[config.mk]
export PLATFORM = sky130hd
export DESIGN_NAME = uart_rx_buffer
export DESIGN_NICKNAME = d
export VERILOG_FILES = /design/src/rtl/uart_pkg.sv /design/src/rtl/uart_fifo_mem.sv /design/src/rtl/uart_rx_buffer.sv
export SDC_FILE = /design/constraint.sdc
export NUM_CORES = 1
export LEC_CHECK = 0
export CORE_MARGIN = 2
export CORE_UTILIZATION = 38
export DETAILED_ROUTE_END_ITERATION = 7
export PLACE_DENSITY = 0.64
export SLEW_MARGIN = 10
export SYNTH_ARGS = -nofsm -noshare
export SYNTH_HDL_FRONTEND = slang
export SYNTH_SLANG_ARGS = --single-unit
[constraint.sdc]
create_clock -name clk -period 4.75 [get_ports clk]
set_input_delay 1.425 -clock clk [delete_from_list [all_inputs] [get_ports clk]]
set_output_delay 1.425 -clock clk [all_outputs]
set_load 0.01 [all_outputs]
[src/rtl/uart_pkg.sv]
// rtl/uart_pkg.sv - shared types and constants for the UART receive buffer
package uart_pkg;

    localparam int UART_DATA_W = 8;

    typedef struct packed {
        logic                   perr;
        logic [UART_DATA_W-1:0] data;
    } uart_rx_entry_t;

endpackage

[src/rtl/uart_fifo_mem.sv]
// rtl/uart_fifo_mem.sv - DEPTH-entry register array, synchronous write, asynchronous read
module uart_fifo_mem
    import uart_pkg::*;
#(
    parameter int DEPTH = 16,
    parameter int AW    = $clog2(DEPTH)
) (
    input  logic           clk,
    input  logic           i_we,
    input  logic [AW-1:0]  i_waddr,
    input  uart_rx_entry_t i_wdata,
    input  logic [AW-1:0]  i_raddr,
    output uart_rx_entry_t o_rdata
);

    // Contents are intentionally left unreset; the pointers define validity.
    uart_rx_entry_t r_mem [DEPTH];

    always_ff @(posedge clk) begin
        if (i_we) begin
            r_mem[i_waddr] <= i_wdata;
        end
    end

    assign o_rdata = r_mem[i_raddr];

endmodule

[src/rtl/uart_rx_buffer.sv]
// rtl/uart_rx_buffer.sv - FWFT receive FIFO with sticky overflow behind the UART rx path
// Optional macro UART_RX_BUFFER_DROP_PERR_EN: discard parity-errored bytes and flag perr_seen.
module uart_rx_buffer
    import uart_pkg::*;
#(
    parameter int DEPTH    = 16,
    parameter int AFULL_TH = 12,
    localparam int AW      = $clog2(DEPTH)
) (
    input  logic                   clk,
    input  logic                   rst,
    input  logic [UART_DATA_W-1:0] rxdout,
    input  logic                   rxvalid,
    input  logic                   parity_err,
    output logic [UART_DATA_W-1:0] rd_data,
    output logic                   rd_perr,
    output logic                   rd_valid,
    input  logic                   rd_ready,
    output logic [AW:0]            level,
    output logic                   almost_full,
    output logic                   overflow,
`ifdef UART_RX_BUFFER_DROP_PERR_EN
    output logic                   perr_seen,
`endif
    input  logic                   ovf_clr
);

    localparam logic [AW:0] PTR_ONE   = (AW+1)'(1);
    localparam logic [AW:0] AFULL_LVL = (AW+1)'(AFULL_TH);

    logic [AW:0]    r_wr_ptr;
    logic [AW:0]    r_rd_ptr;
    logic           r_overflow;
    logic [AW:0]    w_level;
    logic           w_empty;
    logic           w_full;
    logic           w_pop;
    logic           w_cand;
    logic           w_push;
    logic           w_drop;
    uart_rx_entry_t w_wentry;
    uart_rx_entry_t w_rentry;

    assign w_level = r_wr_ptr - r_rd_ptr;
    assign w_empty = (r_wr_ptr == r_rd_ptr);
    assign w_full  = (r_wr_ptr[AW] != r_rd_ptr[AW]) &&
                     (r_wr_ptr[AW-1:0] == r_rd_ptr[AW-1:0]);

    assign w_pop = !w_empty && rd_ready;

`ifdef UART_RX_BUFFER_DROP_PERR_EN
    logic r_perr_seen;

    // Errored bytes never reach the FIFO, so they can neither fill it nor overflow it.
    assign w_cand        = rxvalid && !parity_err;
    assign w_wentry.perr = 1'b0;
    assign rd_perr       = 1'b0;
    assign perr_seen     = r_perr_seen;

    always_ff @(posedge clk) begin
        if (!rst) begin
            r_perr_seen <= 1'b0;
        end else if (rxvalid && parity_err) begin
            r_perr_seen <= 1'b1;
        end else if (ovf_clr) begin
            r_perr_seen <= 1'b0;
        end
    end
`else
    assign w_cand        = rxvalid;
    assign w_wentry.perr = parity_err;
    assign rd_perr       = w_rentry.perr;
`endif

    assign w_wentry.data = rxdout;

    // A pop frees the slot in the same edge, so a full FIFO still accepts the byte.
    assign w_push = w_cand && (!w_full || w_pop);
    assign w_drop = w_cand && w_full && !w_pop;

    uart_fifo_mem #(
        .DEPTH (DEPTH),
        .AW    (AW)
    ) u_mem (
        .clk     (clk),
        .i_we    (w_push && rst),
        .i_waddr (r_wr_ptr[AW-1:0]),
        .i_wdata (w_wentry),
        .i_raddr (r_rd_ptr[AW-1:0]),
        .o_rdata (w_rentry)
    );

    always_ff @(posedge clk) begin
        if (!rst) begin
            r_wr_ptr   <= '0;
            r_rd_ptr   <= '0;
            r_overflow <= 1'b0;
        end else begin
            if (w_push) begin
                r_wr_ptr <= r_wr_ptr + PTR_ONE;
            end
            if (w_pop) begin
                r_rd_ptr <= r_rd_ptr + PTR_ONE;
            end
            if (w_drop) begin
                r_overflow <= 1'b1;
            end else if (ovf_clr) begin
                r_overflow <= 1'b0;
            end
        end
    end

    assign rd_data     = w_rentry.data;
    assign rd_valid    = !w_empty;
    assign level       = w_level;
    assign almost_full = (w_level >= AFULL_LVL);
    assign overflow    = r_overflow;

endmodule

==> results.yml <==
yosys:
  synth_cell_types: 43
  synthesis.nets: 362
  synthFlopType: "edfxtp_1"
  syn_avg_cell_area_sq_um: 19.0
  yosysWarnings: 0
  yosysTopAreaCell: "edfxtp_1"
  synth_edf_count: 144
  syn-instance-count: 338
  synth_seq_area_share_pct: 71.9
  yosys.area.top_type_share_pct: 67.3
  syn_area_sq_um: 6430
  async_flop_share_pct: 0
  netlist_top_cells_area: "edfxtp_1 (67%), mux4_2 (13%), dfxtp_1 (4.7%)"
  synth-seq-cells: 159
floorplan:
  core_area_sq_um: 16600
  start_util_pct: 38.8
  io_pins: 31
  rows: 47
  dieHeight_microns: 134
  dieArea_sq_um: 18000
  die_x_microns: 134
final_layout:
  final_cell_mix: "edfxtp_1 (144), mux4_2 (36), clkdlybuf4s50_1 (30)"
  final_util_pct: 45.8
  area_delta_synth_final_pct: 18.2
  drive_above_1_share_pct: 21.7
  antenna_cells: 0
  final_common_cell: "edfxtp_1"
  final_nets: 403
global_route:
  grt_max_degree: 37
  grt_pass1_vias: 3314
  grt_usage_pct: 15.1
  antenna_found_initial: 0
  grt_pass1_wl_microns: 19400
  gr-total-overflow: 0
worst_setup_path:
  worstPathRequired_ns: 3.32
  cp_max_fo: 5
  end_kind: "primary output"
  crit_arrival_ns: 2.66
  critPathLaunchType: "register"
  crit_type: "reg -> out"
cts:
  clk_latency_ns: 0.42
  cts-resized-gates: 0
  cts_tree: "done"
  cts.sinks: 159
  postCtsSetupBuffers: 0
  clk_root_buffer_cell: "clkbuf_16"
  htreeDepth: 4
  path_clk_slew_ns: 0.06
  cts_inserted_buffers: 17
  cts_hold_buf: 0
  clockBufferDepth: 2
timing:
  post-route-period-util_pct: 85.9
  period_needed_ns: 4.08
  finalHoldViolCount: 0
  finClkSkew_ns: 0.00690
  finalMaxSlewViolations: 0
  fmax_mhz: 245
  worst_slew_pin_slew_ns: 0.873
  setup_violations: 0
  slew_headroom_pct: 41.6
  finalSetupTns_ns: 0
  rsz0062_at_grt: "no"
route:
  met2_length_microns: 5970
  wl_microns: 12400
  wl_met3_microns: 613
  vias: 3189
  top_layer: "met4"
  ant_nets: 0
  avgViaCountPerCell: 5.21
  wire_per_inst_microns: 20.3
  drc: 0
  firstDrtPassIters: 4
  wl_met1_microns: 5680
  drt_first_iter_violations: 320
pwr:
  power_mw: 3.42
  vdd_ir_drop_max_uv: 267
  power.density_nw_per_um2: 450
  p_leak_nw: 2.38
status:
  status: "finished clean"
place:
  port_buffers: 30
  hpwl_microns: 7850
  gp_congestion: 0.735
hold_path:
  hold_path_class: "reg -> reg"
flow_run:
  cap_violations: 0
-- worst max-delay path, stage by stage (launching register included) --
cell and delay [ns]:
dfxtp_1 0.35, inv_1 0.12, ha_1 0.18, inv_1 0.06
fa_1 0.39, a21o_1 0.17, a21oi_1 0.16, xnor2_1 0.16
a31o_2 0.13, clkdlybuf4s50_1 0.52
-- synthesized netlist by cell type, types with 3 or more instances --
master,instances
buf_4,3
nor2b_1,6
inv_1,7
xnor2_1,6
dfxtp_1,15
edfxtp_1,144
ha_1,9
nor2_1,10
and2_1,11
o21ai_0,5
buf_1,6
a22oi_1,18
nand3_1,7
or3_1,4
mux4_2,36
nor3_1,7
nand2_1,12
-- kinds of logic after synthesis --
group	after synthesis	share of synthesized area, %
AO/OA/AOI/OAI	37	4.46
XOR/XNOR	9	1.46
adder cells (fa/ha/maj)	10	2.06
buffers and inverters	22	1.73
flip-flops	159	71.9
multiplexers	37	12.8
AND/OR/NAND/NOR	64	5.57
-- stage by stage --
step                      area [sq um]  setup slack (ns)  hold slack, ns  cells
after global placement            6980             0.979           0.519    580
after global routing              7590             0.480           0.562    612
after floorplan                   6430              1.59           0.478    338
final                             7590             0.669           0.556    612
after detailed placement          6980             0.916           0.540    580
after CTS                         7590             0.638           0.555    612
-- routing by layer --
layer	global-route usage, %	vias up
met3	4.80	11
met1	20.9	1653
li1	-	1446
met4	4.39	0
met2	23.1	79
met5	0	-
-- power by group --
group / total [mW] / internal (mW) / leakage, nW / switching, mW
Combinational: 0.487 / 0.261 / 0.669 / 0.226
Sequential: 1.56 / 1.54 / 1.42 / 0.0123
Clock: 1.38 / 0.833 / 0.290 / 0.546
Total: 3.42 / 2.64 / 2.38 / 0.784
-- state kept, by name (all words and copies together), names as in the netlist, named ones only --
name         flops
r_rd_ptr         5
r_wr_ptr         5
overflow         1
u_mem.r_mem    144
-- area by class of cell --
type	count	area, sq um
fill	1444	8990
sequential	159	4630
multi-input combinational	157	1690
clock buffer	17	425
timing repair buffer	37	365
tap	220	275
clock inverter	15	185
inverter	7	26.3
-- worst paths after layout --
kind                                     endpoint  depth (start not counted)  slack [ns]        start
worst max-delay path                  almost_full                          9        0.67  r_wr_ptr[0]
worst min-delay path                     register                          2        0.56  r_rd_ptr[3]
worst max register to register  u_mem.r_mem[6][4]                          6        2.11  r_wr_ptr[0]
worst min register to register           register                          2        0.56  r_rd_ptr[3]
(Power assumes the default switching activity.)
==> edit, RTL diff (same settings) <==
Add a define of `UART_RX_BUFFER_DROP_PERR_EN`.
--- a/src/rtl/uart_rx_buffer.sv
+++ b/src/rtl/uart_rx_buffer.sv
@@ -1,4 +1,6 @@
 // rtl/uart_rx_buffer.sv - FWFT receive FIFO with sticky overflow behind the UART rx path
 // Optional macro UART_RX_BUFFER_DROP_PERR_EN: discard parity-errored bytes and flag perr_seen.
+`define UART_RX_BUFFER_DROP_PERR_EN
+
 module uart_rx_buffer
     import uart_pkg::*;
Function (old outputs only; new: perr_seen): changed (a bounded check fails within 4 cycles, from zero or initial values and one cycle with rst low).
==> edit against the original RTL <==
- critical path type unchanged
- highest routed layer unchanged
- sequential share of layout area shrank 1.1 points
- total power shrank 9.8%
- sequential cell count shrank 15
- worst setup slack lost 0.071 ns
- fmax shrank 1.7%
- count of clock-buffer cells in the layout grew 3
- sequential power shrank 9.6%
- critical endpoint is now rd_data[7]
- clock skew shrank 0.0010 ns
- area after synthesis shrank 9.5%
- cell area shrank 8.4%
- routed wire length shrank 7.4%
==> edit: results (changes against the original RTL) <==
met2 Usage GRT 23.1% (about the same); register area share after synthesis 71.6% (was 71.9%); status finished clean (unchanged); CP endpoint rd_data[7] (was almost_full); post-synthesis adder-cell area fraction 2.28% (was 2.06%); Post-Place Cells 536 (was 580); Clock Skews 0.00588 ns (was 0.00690 ns); CP max-delay cell dfxtp_2 (was clkdlybuf4s50_1); syn nets 346 (was 362); post-synthesis mux area share 12.7% (was 12.8%); Netlist cell types 37 (was 43); largest net degree at the start of global routing 33 (was 37); Final nets 391 (was 403); relative slew slack 48.9% (was 41.6%); PD cells 443 mW/mm^2 (was 450 mW/mm^2); WL met1 5290 um (was 5680 um); GPL Wtd Cong 0.810 (was 0.735); worst hold start perr_seen (was r_rd_ptr[3]); startpoint types flop (unchanged); Pleak 2.23 nW (was 2.38 nW); Cells after Synth 322 (was 338); 1st-iter DRT viols 302 (was 320); Compound-Gate Fraction of Synth Area 4.39% (was 4.46%); HP Class flop to flop (unchanged); DR WL/cell 20.2 um (was 20.3 um); fraction of layout cells with a size suffix above 1 20.0% (was 21.7%); first-pass GRT wire length 17700 um (was 19400 um); Critical Path AT 2.73 ns (was 2.66 ns); worst-path fanout max 14 (was 5); Fillers 1323 (was 1444); number of synthesized flops with an enable pin 128 (was 144); hpwl dp 7510 um (was 7850 um); routed length on met2 5380 um (was 5970 um); routed vias 3007 (was 3189); Gate power share 10.3% (was 14.2%); GR Util met1 20.7% (was 20.9%); FF-to-FF setup slack 2.07 ns (was 2.11 ns); most frequent cells after synthesis edfxtp_1 (128), mux4_2 (32), nor2_1 (22) (was edfxtp_1 (144), mux4_2 (36), a22oi_1 (18)); Final Non-Filler Cells 568 (was 612); number of setup violations in the final report 0 (unchanged); top cells by area, synth edfxtp_1 (66%), mux4_2 (12%), dfxtp_1 (5.5%) (was edfxtp_1 (67%), mux4_2 (13%), dfxtp_1 (4.7%)); biggest registers after layout u_mem.r_mem (128), r_rd_ptr (5), r_wr_ptr (5) (was u_mem.r_mem (144), r_rd_ptr (5), r_wr_ptr (5)); XOR/XNOR Fraction of Synth Area 1.33% (was 1.46%); area fraction of the dominant cell type after synthesis 66.1% (was 67.3%); met3 Usage GRT 4.09% (was 4.80%); GRT Util Overall 15.1% (about the same); VDD IR-drop max 291 uV (was 267 uV); Net Sw Power 0.651 mW (was 0.784 mW); Largest stage delay, worst path 0.65 ns (was 0.52 ns)
edit: cell count changes in the layout (fill, tap and decap cells not counted), moves of 4 or more:
cell	unedited run	this run
a21oi_1	2	6
and2_1	11	6
edfxtp_1	144	128
mux4_2	36	32
nor2_1	10	22
nor3_1	7	3
edit: stage by stage:
step / utilization [%] / cell area [um^2] / hold slack (ns) / worst slack [ns]
CTS: 46.1 / 6960 / 0.516 / 0.532
detailed placement: 42.1 / 6360 / 0.498 / 0.884
global route: 46.1 / 6960 / 0.547 / 0.466
floorplan: - / 5820 / 0.486 / 1.58
finish: 46.1 / 6960 / 0.505 / 0.598
global placement: 42.1 / 6360 / 0.488 / 0.880
edit: layout make-up:
cell class	count	area share, %
tap	188	3.38
sequential	144	59.8
inverter	10	0.539
clock inverter	12	2.39
multi-input combinational	154	22.0
timing repair buffer	40	5.57
clock buffer	20	6.27
